File: src/rtl/contador_updown_param_pkg.sv
// Shared definitions for the microwave timer counters: limit-mode encodings,
// default count limits and the step decode used by the counter core.
package contador_updown_param_pkg;

    localparam logic MODE_SAT  = 1'b0;
    localparam logic MODE_WRAP = 1'b1;

    localparam int unsigned DEF_MIN_VAL = 32'd0;
    localparam int unsigned DEF_MAX_VAL = 32'd21;

    typedef enum logic [2:0] {
        STEP_HOLD    = 3'd0,
        STEP_INC     = 3'd1,
        STEP_DEC     = 3'd2,
        STEP_WRAP_LO = 3'd3,
        STEP_WRAP_HI = 3'd4,
        STEP_LOAD    = 3'd5
    } step_e;

endpackage

File: src/rtl/contador_updown_param_divisor_tick.sv
// Prescaler producing a registered one-cycle strobe every DIV enabled cycles.
// The phase freezes while en is low.
module divisor_tick #(
    parameter int unsigned DIV = 32'd50_000_000
) (
    input  logic clk,
    input  logic rst,
    input  logic en,
    output logic tick
);

    localparam int unsigned CW = (DIV > 32'd1) ? $clog2(DIV) : 32'd1;
    localparam logic [CW-1:0] LAST  = CW'(DIV - 32'd1);
    localparam logic [CW-1:0] ZERO  = {CW{1'b0}};
    localparam logic [CW-1:0] ONE_C = {{(CW-1){1'b0}}, 1'b1};

    logic [CW-1:0] presc_r;
    logic          tick_r;

    // Prescaler phase and registered step strobe.
    always_ff @(posedge clk) begin
        if (rst) begin
            presc_r <= ZERO;
            tick_r  <= 1'b0;
        end else if (en) begin
            if (presc_r == LAST) begin
                presc_r <= ZERO;
                tick_r  <= 1'b1;
            end else begin
                presc_r <= presc_r + ONE_C;
                tick_r  <= 1'b0;
            end
        end else begin
            presc_r <= presc_r;
            tick_r  <= 1'b0;
        end
    end

    assign tick = tick_r;

endmodule

File: src/rtl/contador_updown_param.sv
// Parametrised up/down counter with clamped synchronous load, tick-enabled
// stepping and selectable saturate/wrap behaviour at the limits.
module contador_updown_param
    import contador_updown_param_pkg::*;
#(
    parameter int unsigned WIDTH   = 32'd8,
    parameter int unsigned MIN_VAL = DEF_MIN_VAL,
    parameter int unsigned MAX_VAL = DEF_MAX_VAL,
    parameter int unsigned DIV     = 32'd50_000_000,
    parameter logic        WRAP    = MODE_SAT
) (
    input  logic             clk,
    input  logic             rst,
    input  logic             en,
    input  logic             updown,
    input  logic             load,
    input  logic [WIDTH-1:0] load_val,
    output logic [WIDTH-1:0] count,
    output logic             tick,
    output logic             at_max,
    output logic             at_min,
    output logic             wrapped
);

    // One extra bit keeps MAX_VAL = 2**WIDTH-1 from overflowing in compares.
    localparam int unsigned      XW    = WIDTH + 32'd1;
    localparam logic [XW-1:0]    MIN_X = XW'(MIN_VAL);
    localparam logic [XW-1:0]    MAX_X = XW'(MAX_VAL);
    localparam logic [XW-1:0]    ONE_X = {{WIDTH{1'b0}}, 1'b1};
    localparam logic [WIDTH-1:0] MIN_W = WIDTH'(MIN_VAL);
    localparam logic [WIDTH-1:0] MAX_W = WIDTH'(MAX_VAL);

    logic             tick_s;
    logic [XW-1:0]    count_x_s;
    logic [WIDTH-1:0] count_r;
    logic [WIDTH-1:0] count_next_s;
    logic             wrapped_r;
    logic             wrapped_next_s;
    step_e            step_s;

    function automatic logic [WIDTH-1:0] clamp_val(input logic [WIDTH-1:0] v);
        logic [XW-1:0]    vx;
        logic [WIDTH-1:0] res;
        vx = {1'b0, v};
        if (vx > MAX_X) begin
            res = MAX_W;
        end else if (vx < MIN_X) begin
            res = MIN_W;
        end else begin
            res = v;
        end
        return res;
    endfunction

    divisor_tick #(
        .DIV (DIV)
    ) u_divisor_tick (
        .clk  (clk),
        .rst  (rst),
        .en   (en),
        .tick (tick_s)
    );

    assign count_x_s = {1'b0, count_r};

    // Decide what happens to the count at the next edge; load beats a step.
    always_comb begin
        step_s = STEP_HOLD;
        if (load) begin
            step_s = STEP_LOAD;
        end else if (tick_s) begin
            if (updown) begin
                if (count_x_s < MAX_X) begin
                    step_s = STEP_INC;
                end else if (WRAP == MODE_WRAP) begin
                    step_s = STEP_WRAP_LO;
                end else begin
                    step_s = STEP_HOLD;
                end
            end else begin
                if (count_x_s > MIN_X) begin
                    step_s = STEP_DEC;
                end else if (WRAP == MODE_WRAP) begin
                    step_s = STEP_WRAP_HI;
                end else begin
                    step_s = STEP_HOLD;
                end
            end
        end else begin
            step_s = STEP_HOLD;
        end
    end

    // Next count and wrap pulse for the chosen step.
    always_comb begin
        count_next_s   = count_r;
        wrapped_next_s = 1'b0;
        case (step_s)
            STEP_LOAD:    count_next_s = clamp_val(load_val);
            STEP_INC:     count_next_s = WIDTH'(count_x_s + ONE_X);
            STEP_DEC:     count_next_s = WIDTH'(count_x_s - ONE_X);
            STEP_WRAP_LO: begin
                count_next_s   = MIN_W;
                wrapped_next_s = 1'b1;
            end
            STEP_WRAP_HI: begin
                count_next_s   = MAX_W;
                wrapped_next_s = 1'b1;
            end
            default: begin
                count_next_s   = count_r;
                wrapped_next_s = 1'b0;
            end
        endcase
    end

    // Count and wrap-pulse registers.
    always_ff @(posedge clk) begin
        if (rst) begin
            count_r   <= MIN_W;
            wrapped_r <= 1'b0;
        end else begin
            count_r   <= count_next_s;
            wrapped_r <= wrapped_next_s;
        end
    end

    assign count   = count_r;
    assign tick    = tick_s;
    assign wrapped = wrapped_r;
    assign at_max  = (count_x_s == MAX_X);
    assign at_min  = (count_x_s == MIN_X);

endmodule

File: config.mk
export PLATFORM = sky130hd
export DESIGN_NAME = contador_updown_param
export DESIGN_NICKNAME = d
export VERILOG_FILES = /design/src/rtl/contador_updown_param_pkg.sv /design/src/rtl/contador_updown_param_divisor_tick.sv /design/src/rtl/contador_updown_param.sv
export SDC_FILE = /design/constraint.sdc
export NUM_CORES = 1
export LEC_CHECK = 0
export BUFFER_PORTS_ARGS = -buffer_cell sky130_fd_sc_hd__buf_2
export CAP_MARGIN = 15
export CELL_PAD_IN_SITES_DETAIL_PLACEMENT = 0
export CELL_PAD_IN_SITES_GLOBAL_PLACEMENT = 1
export CORE_MARGIN = 2
export CORE_UTILIZATION = 33
export DETAILED_ROUTE_END_ITERATION = 7
export GPL_TIMING_DRIVEN = 1
export PLACE_DENSITY_LB_ADDON = 0.05
export SYNTH_ARGS = -nofsm -noshare
export SYNTH_HDL_FRONTEND = slang
export SYNTH_SLANG_ARGS = --single-unit
File: constraint.sdc
create_clock -name clk -period 6.1 [get_ports clk]
set_clock_uncertainty 0.05 [all_clocks]
set_input_delay 0.61 -clock clk [delete_from_list [all_inputs] [get_ports clk]]
set_output_delay 0.61 -clock clk [all_outputs]
set_load 0.1 [all_outputs]
==> run summary, run 1 <==
In the synthesized netlist, mux cells make up 0.951% of the area. Counting distinct cell types in the post-synthesis netlist gives 57. The region available for standard cell placement spans 6240 um2. The share of the synthesized area in the top cell type is 34.2%. The peak ir drop on the vdd network is 0.0000961 V. The post-synthesis cell count came out at 239. The via density per instance came out at 5.07. The total setup violations reported at the end of the flow came out at 0.

The final count of hold timing violations is 0. TritonCTS built the clock tree. The count of buffers from port buffering is 24. The synthesized netlist devotes 5.11% of its cell area to adder and majority cells. The post-synthesis register bit count came out at 36.

At the pin with the least slew margin, the transition time is 0.531 ns. The simple-gate share of the synthesized area is 30.8%. The clock sink count came out at 36. In this run, post-CTS repair resized a total of 0 instances.

The via count of the first global-routing pass came out at 1806. Setup repair after global routing left no endpoint under its margin. The dominant register cell in the synthesized netlist is sky130_fd_sc_hd__dfxtp_1. Hold repair after CTS inserted 0 buffers. The parity-gate share of the synthesized area counting xor and xnor cells came out at 10.4%. The clock passes through at most 2 buffers. The cell family contributing the most delay on the critical path is simple AND/OR/NAND/NOR gates. The upper clock frequency limit came out at 0.346 GHz. The first-pass GRT wire length is 8550 um.

Max-cap violations in this run came to 0. sky130_fd_sc_hd__nor2_1 is the most common cell in the netlist. The initial utilization of the core area, before any placement, comes to 33.7%. Data on the critical path is required at its endpoint by 6.24 ns.

The critical path goes through nor3_2, a31oi_2, nand3_1, inv_1, ha_1, nor2b_1, o31a_1, o21a_1, or4b_1, o311ai_1. The die span in x is 83.9 um. The post-CTS setup repair buffer count is 0. The detailed-routing iteration count for the pre-antenna-repair pass is 3.

The worst setup timing slack at the placement stage is 3.11 ns. By area the synthesized netlist is led by sky130_fd_sc_hd__dfxtp_1, sky130_fd_sc_hd__xnor2_1, sky130_fd_sc_hd__nor2_1. Counting the buffers created by CTS gives 5. 0 antenna diodes ended up in the layout. The delay of the slowest cell on the worst path came out at 0.50 ns. The area added between synthesis and finish is 13.0%. The post-synthesis compound-gate area fraction is 15.3%. The overall die height came out at 83.9 um. The run finished with clean final reports. The post-route netlist has 19.2% of its cells at a drive strength greater than 1. The worst path needs 2.89 ns of the cycle, external delays included.

After synthesis, the largest family of logic cells by area is simple AND/OR/NAND/NOR gates. The post-layout net count came out at 286. The post-detailed-routing wire length is 4800 um. The overall via count from detail_route came out at 1740.

For this run, the total global-route usage over all layers was measured as 15.1%. The min-delay analysis places its worst path in the category reg2reg. The final sum of negative setup slack came out at 0 ns. The worst slew slack as a fraction of its limit is 64.6%. The number of max-slew violations in the final report is 0. The post-synthesis area per instance is 8.81 um2. The highest fanout seen on the critical path is 7.

Counting flops with an async set or reset pin after synthesis yields a share of 0%. The number of buffers and inverters on the critical path is 1. The clock edge transition at the registers on the reported setup and hold paths is 0.08 ns. The maximum number of pins on one net before global-route repair is 25. The post-synthesis net count is 260. Dividing total power by cell area gives a power density of 203 nW/um2. The number of enable flip-flop cells after synthesis is 0. The DRC violations left is 0. The endpoint arrival time on the critical path is 3.03 ns. The root buffer cell chosen for the clock tree is sky130_fd_sc_hd__clkbuf_8. The clock network latency to the later pin of the worst-skew pair came out at 0.28 ns.

The site row count came out at 29. The top-level I/O count is 25. The count of nets left with antenna violations after detail routing is 0.

The minimum setup slack in the final design is 3.21 ns. The slowest stage of the critical path belongs to the cell sky130_fd_sc_hd__or4b_1. sky130_fd_sc_hd__dfxtp_1 takes more of the synthesized area than any other cell. Counting instances in the post-synthesis netlist gives the leading cell types as sky130_fd_sc_hd__nor2_1, sky130_fd_sc_hd__dfxtp_1, sky130_fd_sc_hd__xnor2_1.

The die covers 7030 um2. The standby leakage power is 0.896 nW. The mapped cell area is 2100 um2. The final critical path takes up 47.4% of the cycle. Dividing the detail-routed wire length by the instance count gives 14.0 um.

The portion of the post-synthesis area used by sequential elements is 34.2%. The number of warnings reported in the yosys synthesis log is 0. The number of design-rule violations left by the first detailed-router iteration came out at 29.

The H-tree depth came out at 2. The launching element type of the critical path is a flip-flop. The initial antenna violation count came out at 0. The wire-length estimate of the detail-placed layout is 3580 um. The critical path in this run is classified as reg2reg. STA classifies the critical path endpoint as a flip-flop. The last weighted congestion value of the routability-driven placer is 0.743.

The total congestion overflow came out at 0.
state kept, by name (all words and copies together), names as in the netlist:
signal,cells
wrapped,1
count,8
u_divisor_tick.tick,1
u_divisor_tick.presc_r,26
worst paths after layout:
path,from,to,slack (ns),depth (start not counted)
setup / recovery,count[4],count[6],3.21,10
hold reg to reg,u_divisor_tick.presc_r[12],u_divisor_tick.presc_r[12],0.47,2
setup reg to reg,count[4],count[6],3.21,10
hold / removal,u_divisor_tick.presc_r[12],u_divisor_tick.presc_r[12],0.47,2
final cells by class:
type                            count  area, um2
Clock buffer                        6       82.6
Clock inverter                      2       10.0
Fill cell                         688       3860
Inverter                            7       26.3
Multi-Input combinational cell    191       1320
Sequential cell                    36        721
Tap cell                           77       96.3
Timing Repair Buffer               24        120
placed cells by master, fill, tap and decap left out, drive strengths merged, types with 2 or more instances in the layout:
cell      n
inv       7
nor2b     4
a211oi    3
mux2i     2
clkbuf    6
nor2     37
nand4     7
buf      24
and4      4
nand3b    3
xnor2    16
o211ai    2
o21ai     6
nand3    14
dfxtp    36
a2111oi   2
nor4      4
a221oi    2
or3       5
a21oi     7
nor3     13
ha        7
o21a      4
clkinv    2
xor2      9
a31o      2
and3      3
nand2    16
and2      2
routing by layer:
| metal | global-route usage, % | share of wire (%) |
|---|---|---|
| met3 | 2.97 | 2.2 |
| met5 | 0 | 0 |
| met4 | 4.40 | 0.71 |
| met1 | 17.7 | 46 |
| met2 | 27.6 | 51 |
stage by stage:
step,instances,area (um2),utilization (%),hold slack [ns],power (mW)
finish,343,2380,38.1,0.471,0.483
global placement,335,2280,36.6,0.452,0.312
detailed placement,335,2280,36.6,0.463,0.312
CTS,343,2380,38.1,0.478,0.493
floorplan,239,2100,-,0.417,0.297
global route,343,2380,38.1,0.520,0.511
worst min-delay path, cell delays in order (launching register included):
cell and delay [ns]:
sky130_fd_sc_hd__dfxtp_1 0.34, sky130_fd_sc_hd__o21ai_0 0.08, sky130_fd_sc_hd__a21oi_1 0.06
where the power goes:
group	internal (mW)	switching [mW]	total (mW)
Clock	0.0902	0.0869	0.177
Sequential	0.239	0.00658	0.245
Combinational	0.0157	0.0444	0.0602
Total	0.345	0.138	0.483
cells by family (layout without fill, tap and decap cells):
logic type	count (synthesis)	in the layout
and+or+nand+nor	116	116
xor gates and xnor gates	25	25
muxes	2	2
AOI/OAI and AO/OA	39	39
DFF	36	36
other	1	1
buffers and inverters	12	39
adders and majority gates	8	8
(Power assumes the default switching activity.)
==> run 2: changes to the inputs <==
==> constraint.sdc (replaced) <==
create_clock -name clk -period 2.7 [get_ports clk]
set_clock_uncertainty 0.05 [all_clocks]
set_input_delay 0.27 -clock clk [delete_from_list [all_inputs] [get_ports clk]]
set_output_delay 0.27 -clock clk [all_outputs]
set_load 0.1 [all_outputs]
==> run 2 against run 1 <==
Clock power grew 110%. Maximum frequency up 14%. Combinational power up 140%. Critical endpoint unchanged. Flip-flop and latch count did not move. First-iteration DRC count increased by 110%. Routed wire length rose by 2.2%.
==> run summary, run 2 (synthesis gave the netlist of run 1 again) <==
The first-pass GRT wire length is 8570 um. The cell family contributing the most delay on the critical path is simple AND/OR/NAND/NOR gates. The initial antenna violation count came out at 0. The placeable core area is 6240 um2. The placed cell count came out at 339. Setup violations remaining at the end of the flow were counted as 0.

The worst setup path is launched from a flip-flop. The cell count along the critical path came out at 10. The design area is 2450 um2. The total power draw is 1.07 mW. The die covers 7030 um2. The count of buffers from port buffering came out at 24. The delay of the slowest cell on the worst path came out at 0.50 ns.

The starting utilization of the core area is 33.7%. The worst setup path is captured at a flip-flop. The clock network latency to the later pin of the worst-skew pair came out at 0.29 ns.

The clock sink count came out at 36. In the final layout, the share of cells above drive strength 1 is 23.7%. The number of flip-flops in the largest register is 26. The run finished with clean final reports. The total congestion overflow is 0.

Post-CTS timing repair inserted 0 buffers for setup. Static timing analysis puts the maximum clock frequency at 0.395 GHz. Once detail routing completed, the nets flagged for antenna violations numbered 0.

Net switching is 29.2% of the power. The net switching power figure came out at 0.313 mW. The total global routing track utilization is 15.1%. The logic depth of the worst register-to-register path is 10. The slowest cell on the critical path is sky130_fd_sc_hd__or4b_1.

The wire-length estimate of the detail-placed layout is 3650 um. Dividing the detail-routed via count by the number of cells gives 5.18. The transition time of the tightest slew-check pin is 0.511 ns. Power spread over the standard cell area amounts to 437 nW/um2. The detailed-routing iteration count for the pre-antenna-repair pass came out at 4. The floorplan step set the die width to 83.9 um. The part of the cycle the worst path needs came out at 93.7%. For the worst setup path, the data arrival time is 2.67 ns. For the finished layout, the period the worst path requires is 2.53 ns.

The most frequent standard cell in the layout excluding fill and tap cells is sky130_fd_sc_hd__nor2_1. Setup repair after global routing left no endpoint under its margin. Entering global routing, the biggest net connects 25 pins. The cell at the root of the clock tree is sky130_fd_sc_hd__clkbuf_8. The overall via count from detail_route is 1798. The DRC violations left is 0. The kind of path behind the tightest hold check is in2reg. Gates resized during post-CTS repair numbered 0.

Together, buffers and inverters on the worst path number 1. The number of hold-repair buffers added at the cts stage came out at 0. The post-layout net count is 290. The final sum of negative setup slack came out at 0 ns. The highest fanout seen on the critical path is 7. The via count of the first global-routing pass is 1834. The overall die height came out at 83.9 um. The critical path is of the reg2reg type. The critical path goes through nor3_4, a31oi_4, nand3_2, inv_2, ha_1, nor2b_1, o31a_1, o21a_1, or4b_1, o311ai_1.

The final cell count without fillers came out at 347. The final-layout worst hold slack came out at 0.236 ns. The number of max-slew violations in the final report was 0. Pin placement for this block handled 25 I/O pins. In the layout the commonest cells are sky130_fd_sc_hd__nor2_1, sky130_fd_sc_hd__dfxtp_1, sky130_fd_sc_hd__buf_2. The buffer levels on the longest clock path came out at 2.

The worst endpoint required time came out at 2.84 ns. The area of placed instances is 2360 um2. The area added between synthesis and finish came out at 16.3%. The standby leakage power came out at 0.910 nW. The proportion of power drawn by combinational gates is 13.6%. The largest register by flop count is u_divisor_tick.presc_r. The final count of hold timing violations is 0.

The post-detailed-routing wire length came out at 4900 um. The peak ir drop on the vdd network came out at 0.000210 V. In this run, the number of DRC markers left after iteration 0 of detailed routing was 62.

The H-tree depth came out at 2. The worst slew slack as a fraction of its limit came out at 65.9%. 0 antenna diodes ended up in the layout.

The total of max-cap violations is 0. Counting the buffers created by CTS gives 5. In the final routed layout, each cell accounts on average for 14.1 um. The cell-internal power is 0.757 mW. The hold-critical path depth is 3. The clock tree from TritonCTS is yes.

The clock network is responsible for 34.9% of the overall power. The clock edge transition at the registers on the reported setup and hold paths is 0.07 ns. Sequential cells account for 51.5% of the total power. Routability-driven placement finished with a final weighted congestion of 0.744. The site row count came out at 29.
run 2: layout make-up:
type / instances / area [um2]
flip-flops and latches: 36 / 752
inverters: 7 / 26.3
multi-input cells: 191 / 1340
fillers: 676 / 3790
clock inverters: 1 / 3.75
well taps: 77 / 96.3
repair buffers: 28 / 150
clock buffers: 7 / 76.3
run 2: final timing paths:
path | startpoint | end | slack [ns]
setup reg to reg | count[4] | count[6] | 0.17
setup / recovery | count[4] | count[6] | 0.17
hold reg to reg | u_divisor_tick.presc_r[25] | u_divisor_tick.presc_r[25] | 0.46
hold / removal | load_val[0] | count[0] | 0.24
run 2: power by group through the flow:
stage	Combinational [mW]	Clock [mW]	Sequential (mW)
2_1_floorplan	0.0701	0	0.600
3_3_place_gp	0.149	0	0.561
3_5_place_dp	0.147	0	0.562
4_1_cts	0.147	0.388	0.549
5_1_grt	0.158	0.407	0.552
6_report	0.146	0.373	0.550
run 2: through the flow:
stage	setup WS, ns	util (%)
floorplan	0.0378	-
global placement	0.141	37.9
detailed placement	0.113	37.9
CTS	0.0876	39.1
global route	0.0129	39.2
finish	0.170	39.2
run 2: worst reg2reg max path: cells and delay by family, from the launching register on:
| kind | cells | cell delay, ns |
|---|---|---|
| and+or+nand+nor | 4 | 0.99 |
| AOI/OAI and AO/OA | 4 | 0.65 |
| DFF | 1 | 0.37 |
| adders and majority gates | 1 | 0.29 |
| buffers and inverters | 1 | 0.09 |
run 2: routing by layer:
| metal | GRT usage, % | up-vias | routed length (um) |
|---|---|---|---|
| met3 | 3.26 | 5 | 129 |
| li1 | - | 929 | - |
| met4 | 3.96 | 0 | 53 |
| met1 | 17.7 | 842 | 2200 |
| met2 | 27.8 | 22 | 2520 |
| met5 | 0 | - | 0 |
